==> src/rtl/uart_pkg.sv <==
// Types and constants shared by the UART transmit and receive paths.
package uart_pkg;

    typedef enum logic [2:0] {
        IDLE,
        FETCH,
        LOAD,
        START,
        DATA,
        STOP
    } tx_state_t;

    localparam int UART_CLKS_PER_BIT = 868;

endpackage

==> src/rtl/uart_bit_timer.sv <==
// Bit-period timer: bit_tick fires once every CLKS_PER_BIT cycles after clear.
module uart_bit_timer
    import uart_pkg::*;
#(
    parameter int CLKS_PER_BIT = UART_CLKS_PER_BIT
) (
    input  logic clk,
    input  logic reset,
    input  logic clear,
    output logic bit_tick
);

    localparam int               CNT_W   = $clog2(CLKS_PER_BIT);
    localparam logic [CNT_W-1:0] RELOAD  = CNT_W'(CLKS_PER_BIT - 1);
    localparam logic [CNT_W-1:0] TICK_AT = CNT_W'(1);

    logic [CNT_W-1:0] r_count;

    // Zero is the reload phase, so a cleared timer runs 0, C-1, ..., 1 and ticks on 1.
    assign bit_tick = (r_count == TICK_AT);

    always_ff @(posedge clk) begin
        if (reset || clear) begin
            r_count <= '0;
        end else if (r_count == '0) begin
            r_count <= RELOAD;
        end else begin
            r_count <= r_count - CNT_W'(1);
        end
    end

endmodule

==> src/rtl/uart_tx.sv <==
// UART transmitter: pops bytes from the TX FIFO and sends them as 8N1/8N2 frames.
module uart_tx
    import uart_pkg::*;
#(
    parameter int DATA_WIDTH   = 8,
    parameter int CLKS_PER_BIT = UART_CLKS_PER_BIT,
    parameter int STOP_BITS    = 1
) (
    input  logic                  clk,
    input  logic                  reset,
    input  logic                  fifo_empty,
    input  logic [DATA_WIDTH-1:0] fifo_data,
    output logic                  fifo_rd_req,
    output logic                  tx,
    output logic                  busy,
    output logic                  tx_done
);

    localparam int               IDX_W     = $clog2(DATA_WIDTH);
    localparam logic [IDX_W-1:0] BIT_LAST  = IDX_W'(DATA_WIDTH - 1);
    localparam logic             STOP_LAST = 1'(STOP_BITS - 1);

    tx_state_t             r_state;
    tx_state_t             w_state_next;
    logic [DATA_WIDTH-1:0] r_shreg;
    logic [DATA_WIDTH-1:0] w_shreg_next;
    logic [IDX_W-1:0]      r_bit_idx;
    logic [IDX_W-1:0]      w_bit_idx_next;
    logic                  r_stop_idx;
    logic                  w_stop_idx_next;
    logic                  r_tx;
    logic                  w_tx_next;
    logic                  w_timer_clear;
    logic                  w_bit_tick;
    logic                  w_tx_done;

    uart_bit_timer #(
        .CLKS_PER_BIT(CLKS_PER_BIT)
    ) u_bit_timer (
        .clk      (clk),
        .reset    (reset),
        .clear    (w_timer_clear),
        .bit_tick (w_bit_tick)
    );

    always_ff @(posedge clk) begin
        if (reset) begin
            r_state    <= IDLE;
            r_bit_idx  <= '0;
            r_stop_idx <= 1'b0;
            r_tx       <= 1'b1;
        end else begin
            r_state    <= w_state_next;
            r_bit_idx  <= w_bit_idx_next;
            r_stop_idx <= w_stop_idx_next;
            r_tx       <= w_tx_next;
        end
    end

    always_ff @(posedge clk) begin
        r_shreg <= w_shreg_next;
    end

    always_comb begin
        w_state_next    = r_state;
        w_shreg_next    = r_shreg;
        w_bit_idx_next  = r_bit_idx;
        w_stop_idx_next = r_stop_idx;
        w_timer_clear   = 1'b0;
        w_tx_done       = 1'b0;

        case (r_state)
            IDLE: begin
                if (!fifo_empty) begin
                    w_state_next = FETCH;
                end
            end
            FETCH: begin
                w_state_next = LOAD;
            end
            LOAD: begin
                w_shreg_next    = fifo_data;
                w_bit_idx_next  = '0;
                w_stop_idx_next = 1'b0;
                w_timer_clear   = 1'b1;
                w_state_next    = START;
            end
            START: begin
                if (w_bit_tick) begin
                    w_state_next = DATA;
                end
            end
            DATA: begin
                if (w_bit_tick) begin
                    w_shreg_next = r_shreg >> 1;
                    if (r_bit_idx == BIT_LAST) begin
                        w_state_next = STOP;
                    end else begin
                        w_bit_idx_next = r_bit_idx + IDX_W'(1);
                    end
                end
            end
            STOP: begin
                if (w_bit_tick) begin
                    if (r_stop_idx == STOP_LAST) begin
                        w_tx_done    = 1'b1;
                        w_state_next = fifo_empty ? IDLE : FETCH;
                    end else begin
                        w_stop_idx_next = r_stop_idx + 1'b1;
                    end
                end
            end
            default: begin
                w_state_next = IDLE;
            end
        endcase
    end

    // tx is registered, so it is derived from where the FSM is heading next.
    always_comb begin
        case (w_state_next)
            START:   w_tx_next = 1'b0;
            DATA:    w_tx_next = w_shreg_next[0];
            default: w_tx_next = 1'b1;
        endcase
    end

    assign tx          = r_tx;
    assign busy        = (r_state != IDLE);
    assign fifo_rd_req = (r_state == FETCH);
    assign tx_done     = w_tx_done;

endmodule

==> config.mk <==
export PLATFORM = sky130hd
export DESIGN_NAME = uart_tx
export DESIGN_NICKNAME = d
export VERILOG_FILES = /design/src/rtl/uart_pkg.sv /design/src/rtl/uart_bit_timer.sv /design/src/rtl/uart_tx.sv
export SDC_FILE = /design/constraint.sdc
export NUM_CORES = 1
export LEC_CHECK = 0
export CAP_MARGIN = 5
export CORE_AREA = 2 2 79 62
export DETAILED_ROUTE_END_ITERATION = 16
export DIE_AREA = 0 0 81 64
export PLACE_DENSITY_LB_ADDON = 0.15
export SLEW_MARGIN = 20
export SYNTH_ARGS = -nofsm -noshare
export SYNTH_HDL_FRONTEND = slang
export SYNTH_HIERARCHICAL = 1
export SYNTH_SLANG_ARGS = --single-unit
==> constraint.sdc <==
create_clock -name clk -period 3.3 [get_ports clk]
set_clock_uncertainty 0.1 [all_clocks]
set_input_delay 0.66 -clock clk [delete_from_list [all_inputs] [get_ports clk]]
set_output_delay 0.66 -clock clk [all_outputs]
set_load 0.005 [all_outputs]
# == After elaboration in Yosys (flattened, before gate mapping) ==
# Cells that the tools add are included.
# classes
n_addsub,3
reduce_logical,10
shift,0
n_mul,0
bitwise_logic,0
eq_ne,12
muxes,22
order_cmp,0
n_div,0
# ops
op,n
3-bit 2-to-1 mux,8
3-bit case mux with 6 select lines,1
8-bit case mux with 2 select lines,1
"3-bit equality test, second input constant",4
"10-bit by 1-bit equality test with 1-bit output, second input constant",1
10-bit zero test,1
10-bit 2-to-1 mux,1
"10-bit by 1-bit subtractor with 10-bit output, second input constant",1
"3-bit by 2-bit equality test with 1-bit output, second input constant",3
8-bit 2-to-1 mux,1
1-bit 2-to-1 mux,7
3-bit case mux with 2 select lines,1
"2-bit by 1-bit != test with 1-bit output, second input constant",2
1-bit case mux with 2 select lines,2
2-bit AND reduction,2
2-bit nonzero test,2
"3-bit by 1-bit adder with 3-bit output, second input constant",1
"3-bit by 1-bit equality test with 1-bit output, second input constant",1
3-bit zero test,1
3-bit AND reduction,1
3-bit nonzero test,1
"2-bit != test, second input constant",1
2-bit OR reduction,1
"1-bit adder, second input constant",1
1-bit logical OR,1
# word_totals
memories,0
output_inout_bits,4
romBits,0
in_bits,11
mem_bits_rw,0
latch_bits,0
wordCells,55
register_bits,26

# == Longest topological paths before layout ==
# Gate-level depths: netlist of the first run.
# depth
word_depth,6
depth_mapped,8
mapped_depth_nobuf,8

# == Cells and area by module ==
# Netlist of the first run, hierarchy kept.
# by_module_without_submodules
mod,cells_each,n_inst,area_each_um2,seq_area_each_um2
uart_tx,80,1,817.0,370.4
uart_bit_timer,53,1,475.5,200.2

# == Worst setup path after synthesis of the first run ==
# Ideal clock, no wire load.
# synth_path
path_kind,reg2out
start,register u_bit_timer.r_count[3]
end,output tx_done
arrival_ns,2.240
path_stages_with_launch,6
path_slack_ns,0.300
required_ns,2.540
n_path_buf,1
path_cell_list,dfxtp_1 > or4_1 > buf_2 > nor4_1 > nor2b_1 > and3_1
# synth_via
elab_chain_len,3
# synth_rtl
item,line_no,rtl
from (decl),uart_bit_timer.sv:17,logic [CNT_W-1:0] r_count;
from (signal assigned),uart_bit_timer.sv:28,r_count <= r_count - CNT_W'(1);
10-bit by 1-bit equality test with 1-bit output,uart_bit_timer.sv:20,assign bit_tick = (r_count == TICK_AT);
net w_bit_tick,uart_tx.sv:34,logic w_bit_tick;
1-bit 2-to-1 mux,uart_tx.sv:104,if (w_bit_tick) begin
1-bit 2-to-1 mux,uart_tx.sv:72,case (r_state)
to (decl),uart_tx.sv:16,output logic tx_done
# The timed path passes the listed nets, and every way through them passes these cells.

# == Final worst setup path of the first run ==
# Ends and elaborated chain as after synthesis.

==> flow_metrics.env, run 1 <==
export IMPL_hpwl_um=1989
export IMPL_tightest_slew_ns=0.5302
export IMPL_die_area_um2=5184
export IMPL_synth_cell_types=41
export IMPL_met3WireLength_um=132
export IMPL_cap_violations=0
export IMPL_worstSetupStartpointType="flop"
export IMPL_place_gp_congestion=0.7521
export IMPL_status="finished, final reports clean"
export IMPL_power_density_nw_per_um2=692.0
export IMPL_critical_path_arrival_ns=2.35
export IMPL_min_period_ns=3.112
export IMPL_grt_overflow_total=0
export IMPL_final_area_um2=1550
export IMPL_synthToLayoutAreaGrowth_pct=19.94
export IMPL_top_layer="met4"
export IMPL_drive_above_1_share_pct=13.51
export IMPL_path_class="reg -> out"
export IMPL_vias=1044
export IMPL_setup_viol=0
export IMPL_cts_inserted_buffers=3
export IMPL_min_period_over_period_pct=94.30
export IMPL_cts_repair_resized=0
export IMPL_max_freq_ghz=0.3213
export IMPL_clk_pin_slew_worst_paths_ns=0.09
export IMPL_synth_area_um2=1292
export IMPL_synth_flop_cell="dfxtp_1"
export IMPL_grt_max_degree=17
export IMPL_sw_frac_of_total_pct=36.64
export IMPL_grt_usage_pct=11.66
export IMPL_n_antenna_cell=0
export IMPL_die_x_um=81
export IMPL_path_max_fanout=4
export IMPL_path_buf_inv=1
export IMPL_drtIter0Drc=56
export IMPL_synth_edf_count=7
export IMPL_cts_num_sinks=25
export IMPL_required_ns=2.54
export IMPL_path_cells="or4_1, nor4_2, nor2b_1, and3_1, clkdlybuf4s50_1"
export IMPL_core_region_area_um2=4362
export IMPL_combPwrFrac_pct=40.9
export IMPL_seq_area_frac_synth_pct=44.14
export IMPL_intPower_uw=679.7
export IMPL_avgViaCountPerCell=5.093
export IMPL_grt_setup_unrepaired="false"
export IMPL_drt_pass1_iter_count=4
export IMPL_clock_latency_ns=0.27
export IMPL_clockPowerShare_pct=16.7
export IMPL_grt_pass1_wl_um=4705
export IMPL_drc=0
export IMPL_cp_top_family="simple AND/OR/NAND/NOR gates"
export IMPL_fp_dieH_um=64
export IMPL_setup_tns_ns=0
export IMPL_wl_um=2709
export IMPL_switchingPower_uw=393.1
export IMPL_synth_seq_cells=25
export IMPL_p_seq_share_pct=42.4
export IMPL_cpPeakStageDelay_ns=0.58
export IMPL_fin_cells=205
export IMPL_ant_nets=0
export IMPL_avgSynthCellArea_um2=9.718
export IMPL_ys_async_sr_fraction_pct=0
export IMPL_postCtsHoldBufs=0
export IMPL_ir_drop_uv=473.6
export IMPL_nNetsFinal=164
export IMPL_drv_slew=0
export IMPL_numPlacedInstances=201
export IMPL_first_global_vias=1019
export IMPL_post_drt_wl_per_cell_um=13.21
export IMPL_htreeDepth=1
export IMPL_io_buffers=14
export IMPL_r2r_setup_slack_ns=0.94
export IMPL_power_leakage_uw=0.0005906
export IMPL_cp_end_kind="primary output"
export IMPL_syn_num_nets=148
export IMPL_antenna_found_initial=0
export IMPL_cts_tree="yes"
export IMPL_wl_met2_um=1233
export IMPL_hold_violations=0
export IMPL_cts_root_buffer="clkbuf_8"
export IMPL_routedLengthMet1_um=1325
export IMPL_ys_warn_count=6
export IMPL_pin_count=15
export IMPL_hold_class="reg -> reg"
export IMPL_cp_slowest_cell="or4_1"
export IMPL_synth_cells=133
export IMPL_fp_row_count=21
export IMPL_slew_headroom_pct=64.27
export IMPL_cts_path_max_buffers=2
export IMPL_postPlaceCellArea_um2=1498
export IMPL_initial_core_util_pct=29.63
export IMPL_post_cts_buffers=0
==> flip-flops by register name, summed over array words and instances, names as in the netlist <==
name and count:
r_bit_idx 3, r_state 3, tx 1, u_bit_timer/r_count 10, r_shreg 8
==> cell usage in the layout, fill, tap and decap left out, types with 4 or more instances in the layout <==
master	instances
nand2b_1	6
dfxtp_1	18
a21oi_1	12
ha_1	4
buf_4	5
or3_1	4
or2_2	4
edfxtp_1	7
clkdlybuf4s50_1	14
a32oi_1	6
inv_1	5
o21ai_0	5
nor2_1	13
==> path summary, 6_finish.rpt <==
kind | end | from | cells past startpoint
max reg2reg | tx | u_bit_timer/r_count[3] | 7
min reg2reg | r_bit_idx[1] | r_bit_idx[1] | 2
min | r_bit_idx[1] | r_bit_idx[1] | 2
max | tx_done | u_bit_timer/r_count[3] | 5
==> cell families after synthesis <==
| kind of cell | share of synthesized area (%) |
|---|---|
| flip-flops | 44.14 |
| buffers and inverters | 4.840 |
| multiplexers | 0.7745 |
| AO/OA/AOI/OAI | 20.43 |
| XOR/XNOR | 0.6778 |
| AND/OR/NAND/NOR | 25.27 |
| adder cells (fa/ha/maj) | 3.872 |
==> metrics by stage <==
step | setup WS [ns] | total power, µW | hold WS (ns) | utilization, %
detailed placement | 0.3762 | 890.3 | 0.3742 | 34.34
CTS | 0.06036 | 1075 | 0.3872 | 35.40
global placement | 0.4282 | 871.3 | 0.3585 | 34.34
floorplan | 0.3004 | 763.8 | 0.3437 | -
global route | 0.02152 | 1152 | 0.3956 | 35.54
finish | 0.1880 | 1073 | 0.3839 | 35.54
==> synthesized netlist by cell type, drive strengths merged (2+ instances only) <==
library cell | number | share of area [%]
nand2 | 2 | 0.58
nand3b | 3 | 2.0
buf | 4 | 2.2
dfxtp | 18 | 28
o21ai | 5 | 1.9
nand4 | 2 | 0.97
a21o | 3 | 1.7
nor4 | 2 | 0.97
nor2b | 3 | 1.5
o41ai | 2 | 1.9
edfxtp | 7 | 16
clkbuf | 4 | 1.2
or4 | 4 | 2.6
o31ai | 2 | 1.2
a32oi | 6 | 4.1
ha | 4 | 3.9
or3 | 4 | 1.9
nand4b | 2 | 1.4
a31oi | 3 | 1.5
inv | 5 | 1.5
or2 | 4 | 1.9
nor2 | 13 | 3.8
and3 | 2 | 0.97
a21oi | 12 | 4.6
nand2b | 6 | 2.9
==> power groups by stage <==
stage	logic, µW	registers, µW	clock network (µW)
2_1_floorplan	328	436	0
3_3_place_gp	418	453	0
3_5_place_dp	432	458	0
4_1_cts	434	452	189
5_1_grt	487	466	199
6_report	439	455	179
==> metal layers <==
layer	vias to the layer above	track usage, %
met5	-	0
li1	523	-
met3	2	3.531
met4	0	2.542
met1	496	15.79
met2	23	18.29
==> cell type report <==
type	instances	area [µm²]
clock buffers	3	41.29
clock inverters	1	5.005
fillers	445	2811
inverters	5	18.77
multi-input cells	95	665.6
flip-flops and latches	25	570.5
well taps	57	71.32
repair buffers	19	177.7
==> worst register-to-register path: stages (launching register included) <==
cell	delay, ns
dfxtp_1	0.34
or4_1	0.58
nor4_2	0.28
buf_4	0.21
nand3b_2	0.07
a21o_1	0.23
a2111oi_4	0.35
o21bai_1	0.09
No activity file was read; power rests on OpenSTA's default activity.
==> inputs of run 2 (changes only) <==
--- a/config.mk
+++ b/config.mk
@@ -9,7 +9,6 @@
 export CORE_AREA = 2 2 79 62
 export DETAILED_ROUTE_END_ITERATION = 16
 export DIE_AREA = 0 0 81 64
-export PLACE_DENSITY_LB_ADDON = 0.15
 export SLEW_MARGIN = 20
 export SYNTH_ARGS = -nofsm -noshare
 export SYNTH_HDL_FRONTEND = slang
==> run 2 against run 1 <==
Wire length increased by 3.4%. Sequential share of layout area decreased by 0.32 points. Combinational power increased by 4%. Via count increased by 2.3%. Final cell count increased by 0.98%. Clock power about the same. Critical endpoint unchanged. Highest routed layer unchanged.
==> flow_metrics.env, run 2 (synthesis results as in run 1) <==
export IMPL_status="finished, final reports clean"
export IMPL_max_freq_ghz=0.3175
export IMPL_ir_drop_uv=238.4
export IMPL_rr_startpoint="u_bit_timer/r_count[3]"
export IMPL_hold_violations=0
export IMPL_grt_overflow_total=0
export IMPL_clock_latency_ns=0.27
export IMPL_pin_count=15
export IMPL_cts_tree="yes"
export IMPL_tightest_slew_ns=0.5206
export IMPL_place_gp_congestion=0.7504
export IMPL_antenna_found_initial=0
export IMPL_setup_viol=0
export IMPL_drtIter0Drc=57
export IMPL_min_period_ns=3.149
export IMPL_layout_common_cells="dfxtp_1 (18), clkdlybuf4s50_1 (14), nor2_1 (13), a21oi_1 (12)"
export IMPL_first_global_vias=1040
export IMPL_cts_num_sinks=25
export IMPL_numPlacedInstances=201
export IMPL_fill_cells=458
export IMPL_path_class="reg -> out"
export IMPL_largest_register_ff_count=10
export IMPL_cap_violations=0
export IMPL_drv_slew=0
export IMPL_cts_inserted_buffers=3
export IMPL_power_leakage_uw=0.0005986
export IMPL_nNetsFinal=166
export IMPL_htreeDepth=1
export IMPL_core_region_area_um2=4362
export IMPL_slew_headroom_pct=64.91
export IMPL_max_flop_register="u_bit_timer/r_count"
export IMPL_die_x_um=81
export IMPL_clockPowerShare_pct=16.5
export IMPL_worstHoldPathCells=2
export IMPL_grt_usage_pct=11.06
export IMPL_hpwl_um=2016
export IMPL_n_antenna_cell=0
export IMPL_clk_pin_slew_worst_paths_ns=0.08
export IMPL_drt_pass1_iter_count=4
export IMPL_fp_row_count=21
export IMPL_synthToLayoutAreaGrowth_pct=21.01
export IMPL_grt_setup_unrepaired="false"
export IMPL_p_seq_share_pct=41.4
export IMPL_io_buffers=14
export IMPL_grt_max_degree=24
export IMPL_die_area_um2=5184
export IMPL_required_ns=2.54
export IMPL_crit_path_start="u_bit_timer/r_count[3]"
export IMPL_min_period_over_period_pct=95.43
export IMPL_worstSetupStartpointType="flop"
export IMPL_sw_frac_of_total_pct=36.51
export IMPL_fin_util_pct=35.86
export IMPL_avgViaCountPerCell=5.159
export IMPL_ant_nets=0
export IMPL_power_density_nw_per_um2=696.6
export IMPL_combPwrFrac_pct=42.1
export IMPL_drc=0
export IMPL_drive_above_1_share_pct=14.00
export IMPL_largestRegisters="u_bit_timer/r_count: 10 flops, r_shreg: 8 flops"
export IMPL_initial_core_util_pct=29.63
export IMPL_path_max_fanout=4
export IMPL_intPower_uw=691.6
export IMPL_wl_um=2802
export IMPL_grt_pass1_wl_um=4498
export IMPL_setup_tns_ns=0
export IMPL_layout_commonest_cell="dfxtp_1"
export IMPL_post_drt_wl_per_cell_um=13.54
export IMPL_postCtsHoldBufs=0
export IMPL_hold_class="reg -> reg"
export IMPL_critical_path_arrival_ns=2.39
export IMPL_switchingPower_uw=397.8
export IMPL_cts_path_max_buffers=2
export IMPL_reg2reg_depth=7
export IMPL_worstHoldStart="u_bit_timer/r_count[4]"
export IMPL_fin_cells=207
export IMPL_cts_root_buffer="clkbuf_8"
export IMPL_cp_end_kind="primary output"
export IMPL_vias=1068
export IMPL_fp_dieH_um=64
run 2: cell types whose count changed in the layout (fill, tap and decap cells not counted), sizes merged:
cell    before  now
clkbuf       3    4
buf          5    7
clkinv       1    0
run 2: cell type report:
cell class / count / area (µm²) / share of cell area, %
inverters: 5 / 18.77 / 1.200
well taps: 57 / 71.32 / 4.560
repair buffers: 21 / 192.7 / 12.32
clock buffers: 4 / 45.04 / 2.880
multi-input cells: 95 / 665.6 / 42.56
flip-flops and latches: 25 / 570.5 / 36.48
run 2: path summary, 6_finish.rpt:
check,slack (ns),to
worst min-delay path,0.38,u_bit_timer/r_count[4]
worst max register to register,0.95,r_shreg[7]
worst min register to register,0.38,u_bit_timer/r_count[4]
worst max-delay path,0.15,tx_done
run 2: metal layers:
metal	up-vias	track usage (%)	wire length, µm
met5	-	0	0
met4	0	2.119	10
met2	20	20.25	1423
met3	2	3.955	150
met1	518	12.24	1218
li1	528	-	-
run 2: power groups by stage:
stage / clock network (µW) / logic [µW] / registers, µW
after floorplan: 0 / 328 / 436
final: 180 / 458 / 451
after global routing: 199 / 503 / 463
after global placement: 0 / 410 / 450
after detailed placement: 0 / 436 / 457
after CTS: 188 / 439 / 450
run 2: worst max-delay path, stage by stage (launching register included):
cell,delay (ns)
dfxtp_1,0.34
or4_1,0.56
nor4_2,0.24
buf_4,0.16
nor2b_1,0.15
and3_1,0.17
clkdlybuf4s50_1,0.50
run 2: what timing repair did:
| item | 4_1_cts | 5_1_grt |
|---|---|---|
| resized for setup | 0 | 1 |
| buffers inserted | 0 | 2 |
| setup endpoints to repair | 0 | 1 |
run 2: stage by stage:
stage	instance area, µm²	hold WS, ns	worst slack, ns	power, µW
2_1_floorplan	1292	0.3437	0.3004	763.8
3_3_place_gp	1498	0.3585	0.4164	859.5
3_5_place_dp	1498	0.3701	0.3712	893.4
4_1_cts	1543	0.3827	0.06373	1077
5_1_grt	1564	0.4156	0.008866	1166
6_report	1564	0.3840	0.1507	1089
